`config.mk`:
```
export PLATFORM = sky130hd
export DESIGN_NAME = i2c_tmp101_read_sequencer
export DESIGN_NICKNAME = d
export VERILOG_FILES = /design/src/rtl/i2c_tmp101_read_sequencer.sv
export SDC_FILE = /design/constraint.sdc
export NUM_CORES = 1
export LEC_CHECK = 0
export BUFFER_PORTS_ARGS = -buffer_cell sky130_fd_sc_hd__buf_2
export CAP_MARGIN = 20
export CORE_MARGIN = 2
export CORE_UTILIZATION = 40
export CTS_CLUSTER_DIAMETER = 50
export DETAILED_ROUTE_END_ITERATION = 8
export HOLD_SLACK_MARGIN = 0.08
export SLEW_MARGIN = 10
export SYNTH_ARGS = -nofsm -noshare
export SYNTH_HDL_FRONTEND = slang
export SYNTH_SLANG_ARGS = --single-unit
```
`constraint.sdc`:
```
create_clock -name clock -period 3.7 [get_ports clock]
set_input_delay 0.185 -clock clock [delete_from_list [all_inputs] [get_ports clock]]
set_output_delay 0.185 -clock clock [all_outputs]
set_load 0.005 [all_outputs]
```
`src/rtl/i2c_tmp101_read_sequencer.sv`:
```
// Transaction controller for the I2C datapath: runs one complete TMP101
// temperature read (START, addr+R, ACK, MSB, ACK, LSB, NACK, STOP) per Go edge.
module i2c_tmp101_read_sequencer #(
  parameter logic [6:0] SlaveAddress = 7'b1001010,
  parameter logic [3:0] DataBits     = 4'd8
) (
  input  logic        clock,
  input  logic        Reset,
  input  logic        Go,
  input  logic        ClockI2C,
  input  logic        SDAIn,
  input  logic [7:0]  ReceivedData,
  output logic        WriteLoad,
  output logic        ReadorWrite,
  output logic        ShiftorHold,
  output logic        Select,
  output logic        BaudEnable,
  output logic        StartStopAck,
  output logic [7:0]  SentData,
  output logic [15:0] Temperature,
  output logic        Done,
  output logic        Busy,
  output logic        AckError
);

  typedef enum logic [3:0] {
    S_IDLE, S_START, S_TXADDR, S_ACKADDR, S_READMSB,
    S_MACK, S_READLSB, S_MNACK, S_STOP
  } state_t;

  state_t      r_state;
  logic [3:0]  r_cnt;
  logic        r_sclD, r_goD, r_ackBit;
  logic        r_writeLoad, r_rw, r_shift, r_select, r_baud, r_ssa;
  logic        r_done, r_busy, r_ackError;
  logic [15:0] r_temp;

  logic w_rise, w_fall, w_goEdge;

  assign w_rise   = ClockI2C & ~r_sclD;
  assign w_fall   = ~ClockI2C & r_sclD;
  assign w_goEdge = Go & ~r_goD;

  always_ff @(posedge clock) begin
    if (Reset) begin
      r_state     <= S_IDLE;
      r_cnt       <= '0;
      r_sclD      <= 1'b0;
      r_goD       <= 1'b0;
      r_ackBit    <= 1'b0;
      r_writeLoad <= 1'b0;
      r_rw        <= 1'b0;
      r_shift     <= 1'b0;
      r_select    <= 1'b0;
      r_baud      <= 1'b0;
      r_ssa       <= 1'b1;
      r_done      <= 1'b0;
      r_busy      <= 1'b0;
      r_ackError  <= 1'b0;
      r_temp      <= '0;
    end else begin
      r_sclD      <= ClockI2C;
      r_goD       <= Go;
      r_writeLoad <= 1'b0;
      r_shift     <= 1'b0;
      r_done      <= 1'b0;
      case (r_state)
        S_IDLE: begin
          r_select <= 1'b0;
          r_ssa    <= 1'b1;
          r_baud   <= 1'b0;
          if (w_goEdge) begin
            r_baud     <= 1'b1;
            r_busy     <= 1'b1;
            r_ackError <= 1'b0;
            r_state    <= S_START;
          end
        end
        // r_ssa doubles as the "START already issued" flag here and in S_STOP
        S_START: begin
          if (w_rise && r_ssa) begin
            r_ssa <= 1'b0;
          end else if (w_fall && !r_ssa) begin
            r_writeLoad <= 1'b1;
            r_select    <= 1'b1;
            r_rw        <= 1'b0;
            r_cnt       <= '0;
            r_state     <= S_TXADDR;
          end
        end
        S_TXADDR: begin
          if (w_fall) begin
            r_cnt <= r_cnt + 4'd1;
            if (r_cnt == DataBits - 4'd1) begin
              r_rw    <= 1'b1;
              r_state <= S_ACKADDR;
            end else begin
              r_shift <= 1'b1;
            end
          end
        end
        S_ACKADDR: begin
          if (w_rise) r_ackBit <= SDAIn;
          if (w_fall) begin
            if (!r_ackBit) begin
              r_cnt   <= '0;
              r_state <= S_READMSB;
            end else begin
              r_ackError <= 1'b1;
              r_select   <= 1'b0;
              r_rw       <= 1'b0;
              r_state    <= S_STOP;
            end
          end
        end
        S_READMSB, S_READLSB: begin
          if (w_rise && r_cnt != DataBits) begin
            r_shift <= 1'b1;
            r_cnt   <= r_cnt + 4'd1;
          end else if (w_fall && r_cnt == DataBits) begin
            r_select <= 1'b0;
            r_rw     <= 1'b0;
            if (r_state == S_READMSB) begin
              r_temp[15:8] <= ReceivedData;
              r_ssa        <= 1'b0;
              r_state      <= S_MACK;
            end else begin
              r_temp[7:0] <= ReceivedData;
              r_ssa       <= 1'b1;
              r_state     <= S_MNACK;
            end
          end
        end
        S_MACK: begin
          if (w_fall) begin
            r_rw    <= 1'b1;
            r_cnt   <= '0;
            r_state <= S_READLSB;
          end
        end
        S_MNACK: begin
          if (w_fall) begin
            r_ssa   <= 1'b0;
            r_state <= S_STOP;
          end
        end
        S_STOP: begin
          r_select <= 1'b0;
          r_rw     <= 1'b0;
          if (w_rise && !r_ssa) begin
            r_ssa <= 1'b1;
          end else if (w_fall && r_ssa) begin
            r_baud  <= 1'b0;
            r_done  <= 1'b1;
            r_busy  <= 1'b0;
            r_state <= S_IDLE;
          end
        end
        default: r_state <= S_IDLE;
      endcase
    end
  end

  assign WriteLoad    = r_writeLoad;
  assign ReadorWrite  = r_rw;
  assign ShiftorHold  = r_shift;
  assign Select       = r_select;
  assign BaudEnable   = r_baud;
  assign StartStopAck = r_ssa;
  assign SentData     = {SlaveAddress, 1'b1};
  assign Temperature  = r_temp;
  assign Done         = r_done;
  assign Busy         = r_busy;
  assign AckError     = r_ackError;

endmodule
```
* Yosys cells after proc, flatten, opt, wreduce, memory -nomap -nowiden
Cells that the tools add are included.
** Operators by class
- $add $sub $neg :: 1
- Multipliers :: 0
- Divide/modulo/power cells :: 0
- Order comparisons :: 0
- Equal/unequal tests :: 28
- Shifts and indexed selects :: 0
- Mux-type cells :: 59
- Bitwise logic cells :: 10
- Reductions and logical operators :: 29
** Operators with widths (count)
- $mux W4 :: 20
- $ne A2 B2 Y1 const B :: 17
- $pmux W4 S8 :: 1
- $mux W1 :: 29
- $eq A4 B3 Y1 const B :: 5
- $pmux W4 S5 :: 1
- $reduce_and A4 Y1 :: 4
- $reduce_and A12 Y1 :: 1
- $reduce_and A10 Y1 :: 1
- $reduce_bool A5 Y1 :: 2
- $eq A4 B2 Y1 const B :: 2
- $eq A4 B4 Y1 const B :: 2
- $pmux W1 S2 :: 4
- $reduce_and A8 Y1 :: 1
- $not A1 Y1 :: 7
- $reduce_and A7 Y1 :: 1
- $logic_and A1 B1 Y1 :: 6
- $pmux W1 S6 :: 1
- $reduce_and A6 Y1 :: 1
- $reduce_bool A6 Y1 :: 1
- $reduce_or A3 Y1 :: 2
- $pmux W1 S5 :: 1
- $add A4 B1 Y4 const B :: 1
- $eq A4 B1 Y1 const B :: 1
- other kinds (11) :: 15
** Storage, ports and cells
- Register bits :: 36
- Bits in latches :: 0
- RAM bits :: 0
- Bits in read-only memories :: 0
- Input bits :: 13
- Output and inout bits :: 33
- Word-level logic and storage cells :: 143
- Memories :: 0

* Longest topological paths before layout
- Depth in word-level cells :: 6
- Gate-level depth with buffers :: 8
- Depth with buffers taken out :: 7

* Worst setup path after synthesis
OpenSTA, ideal clock, no wires.
- Kind :: register -> register
- From :: register r_cnt[0]
- To :: register r_cnt[3]
- Library setup time :: 0.070 ns
- Arrival :: 1.740 ns
- Data required time :: 3.630 ns
- Setup slack :: 1.889 ns
- Stages on the path, launching flop included :: 8
- Path buffers :: 0
- Clock period less this slack :: 1.811 ns
- Path through :: dfxtp_1 > inv_1 > ha_1 > and3b_1 > o21ai_4 > nand4b_4 > or4_1 > a21oi_1
** Between the ends
- Word-level cells in the longest chain between the ends :: 4
- Elaborated cells between the ends (all ways) :: 8
- Classes of those cells :: 1 x add/sub; 2 x eq/ne; 3 x mux; 2 x reduce/logical
** RTL lines
- start: declaration :: line 32 : logic [3:0] r_cnt;
- start signal: assignment :: line 93 : r_cnt <= r_cnt + 4'd1;
- start signal: assignment :: line 119 : r_cnt <= r_cnt + 4'd1;
- parallel branches: the longest is 4 deep, another holds $add A4 B1 Y4
Parallel ways; which one is timed is not known. The select of a mux whose other input is x is not followed.
A chain may end at the register's enable or synchronous reset.

* Final worst setup path
- From :: register r_state[1]
- To :: register r_state[2]
** Between the ends
- Word-level cells in the longest chain between the ends :: 4
- Elaborated cells between the ends (all ways) :: 24
- Classes of those cells :: 20 x eq/ne; 1 x mux; 3 x reduce/logical
** RTL lines
- start: declaration :: line 31 : state_t r_state;
- start signal: assignment :: line 46 : r_state <= S_IDLE;
- start signal: assignment :: line 76 : r_state <= S_START;
- start signal: assignment :: line 88 : r_state <= S_TXADDR;
- $eq A4 B3 Y1 :: line 67 : case (r_state)
- $reduce_or A2 Y1 :: line 67
- $ne A2 B2 Y1 (no source line)
- $reduce_and A12 Y1 (no source line)
Parallel ways exist; a longest one is shown, timed or not.

==> out/metrics.cfg <==
[routing]
vias_per_cell=5.350
initialDrtViolationCount=185
wl_per_cell_um=14.29
postRouteAntennaNets=0
drt_wl_total_um=4415
drc=0
first_pass_iters=4
vias=1653

[setup_path]
cp_data_required_time_ns=3.89
arrival_ns=2.42
worstPathMaxFanout=26
worstSetupStartpointType=flop
path_class=reg2reg
cp-end-kind=flop

[clock_network]
post_cts_resize_count=0
cts_hold_buffers=0
cts_post_setup_buffers_inserted=0
cts-root-to-sink-buffers=2
clockRootBuffer=sky130_fd_sc_hd__clkbuf_8
cts_buffers=5
cts.sink_count=36
clock_tree.htree_level_count=2
tritoncts=done
clkLatencyLatePin_ns=0.29
clk_transition_reported_paths_ns=0.08

[layout]
synthToLayoutAreaGrowth_pct=12.20
number_of_flip_flops_under_the_largest_register_name=16
finish.net_count=269
most_common_cell_after_layout_fill_and_taps_aside=sky130_fd_sc_hd__buf_2
highest_count_cells_in_the_layout_ignoring_fill_and_taps=sky130_fd_sc_hd__buf_2 (37), sky130_fd_sc_hd__dfxtp_1 (36), sky130_fd_sc_hd__nand2_1 (24), sky130_fd_sc_hd__a21oi_1 (24), sky130_fd_sc_hd__nor2_1 (19)
layout-drive-gt1-share=0.1961
antenna_cells=0

[logic_synthesis]
mappedNetlistArea_um2=1928
ys_ff_latch=36
avgSynthCellArea_um2=8.531
synthCells=226
ys.warnings.count=0
synth_seq_area_share=0.3738
netlist-cell-type-count=46

[floorplan]
die_width_um=73.43
core_rows=25
floorplan.die.height_um=73.43
floorplan.die_area_um2=5392
area_of_the_core_um2=4692
io_pins=46
start_util=0.4109

[pwr]
p_per_area_nw_per_um2=557.0
power.ir.vdd_worst_v=0.0002582
power_leakage_nw=0.9264

[status]
outcome=completed

[worst_hold_path]
hold_class=in2reg

[timing]
finalHoldViolations=0
hold_ws_ns=0.1189
final.period_utilization=0.6026
period_needed_ns=2.230
worst_slew_pin_slew_ns=0.8293
fin_setup_tns_ns=0
slew-limit-headroom=0.4464
timing.final.max_slew_violations=0
rsz0062_at_grt=no
fmaxAchievable_mhz=448.5
finalSetupViolations=0
finalWorstSetupSlack_ns=1.470
clock-skew-final_ns=0.004219

[placed_design]
detailed_place_hpwl_um=2948
port-buffer-count=37
dp_worst_setup_slack_ns=1.502
routabilityCongestion=0.8142

[global_routing]
first_global_vias=1445
maximum_number_of_pins_on_one_net_before_global_route_repair=40
global_route_usage_over_all_layers=0.1740
grt_remaining_overflow=0
grt_first_pass_wirelength_um=7155
antenna_found_initial=0

[run]
timing.max_cap.violations=0

-- cell type report --
type / count / area, um2
repair buffers: 37 / 185.2
clock inverters: 1 / 7.507
fillers: 472 / 2529
well taps: 54 / 67.56
inverters: 4 / 15.01
clock buffers: 7 / 86.33
multi-input cells: 170 / 1081
flip-flops and latches: 36 / 720.7
-- worst max-delay path: stages, from the launching register on --
cell                       delay [ns]
sky130_fd_sc_hd__dfxtp_1         0.86
sky130_fd_sc_hd__nor4b_1         0.21
sky130_fd_sc_hd__a32oi_2         0.21
sky130_fd_sc_hd__nor4bb_4        0.42
sky130_fd_sc_hd__nand2_1         0.13
sky130_fd_sc_hd__o41ai_1         0.29
-- worst paths after layout --
kind	from	end	slack, ns	cells after the start
worst min register to register	Temperature[11]	Temperature[11]	0.45	2
worst min-delay path	Go	r_goD	0.12	2
worst max register to register	r_state[1]	r_state[2]	1.47	5
worst max-delay path	r_state[1]	r_state[2]	1.47	5
-- report_power, final --
part,internal [mW],total [mW],switching (mW),leakage [nW]
clock,0.151,0.296,0.145,0.0445
sequential,0.413,0.488,0.0747,0.291
combinational,0.199,0.421,0.222,0.590
-- layer usage --
layer / share of wire / global-route usage / up-vias
li1: - / - / 836
met1: 0.46 / 0.2397 / 761
met2: 0.47 / 0.2673 / 49
met3: 0.050 / 0.04390 / 7
met4: 0.013 / 0.05455 / 0
met5: 0 / 0 / -
-- cell families after synthesis --
group	after synthesis	synth area share
muxes	10	0.05192
xor gates and xnor gates	1	0.004543
buffers and inverters	26	0.07722
DFF	36	0.3738
other	2	0.003895
and+or+nand+nor	97	0.2868
adders and majority gates	2	0.01298
AOI/OAI and AO/OA	52	0.1888
-- synthesized netlist by cell type, drive strengths merged --
| cell type | number | area share |
|---|---|---|
| a211o | 2 | 0.0091 |
| a211oi | 2 | 0.0078 |
| a21o | 2 | 0.0078 |
| a21oi | 24 | 0.062 |
| a22oi | 1 | 0.011 |
| a311oi | 1 | 0.0045 |
| a32oi | 1 | 0.0084 |
| a41oi | 1 | 0.0045 |
| and3 | 2 | 0.0065 |
| and3b | 1 | 0.0045 |
| buf | 14 | 0.053 |
| clkbuf | 8 | 0.016 |
| conb | 2 | 0.0039 |
| dfxtp | 36 | 0.37 |
| ha | 2 | 0.013 |
| inv | 4 | 0.0078 |
| mux2i | 10 | 0.052 |
| nand2 | 24 | 0.047 |
| nand2b | 8 | 0.026 |
| nand3 | 6 | 0.016 |
| nand3b | 3 | 0.012 |
| nand4 | 3 | 0.0097 |
| nand4b | 2 | 0.017 |
| nor2 | 19 | 0.037 |
| nor2b | 13 | 0.042 |
| nor3 | 2 | 0.0052 |
| nor4b | 3 | 0.014 |
| nor4bb | 1 | 0.013 |
| o2111a | 1 | 0.0058 |
| o211ai | 1 | 0.0039 |
| o21a | 1 | 0.0078 |
| o21ai | 7 | 0.024 |
| o21bai | 1 | 0.0039 |
| o22ai | 3 | 0.0097 |
| o31ai | 1 | 0.0039 |
| o32a | 1 | 0.0052 |
| o41ai | 2 | 0.0091 |
| or3 | 3 | 0.0097 |
| or3b | 2 | 0.0091 |
| or4 | 5 | 0.019 |
| xnor2 | 1 | 0.0045 |
-- metrics by stage --
stage	std cells	utilization	power, mW	cell area [um2]
after floorplan	232	-	0.8428	1951
after global placement	301	0.4411	0.9134	2069
after detailed placement	301	0.4411	0.9112	2069
after CTS	309	0.4611	1.211	2163
after global routing	309	0.4611	1.295	2163
final	309	0.4611	1.205	2163
Power figures use the tool's default switching activity.
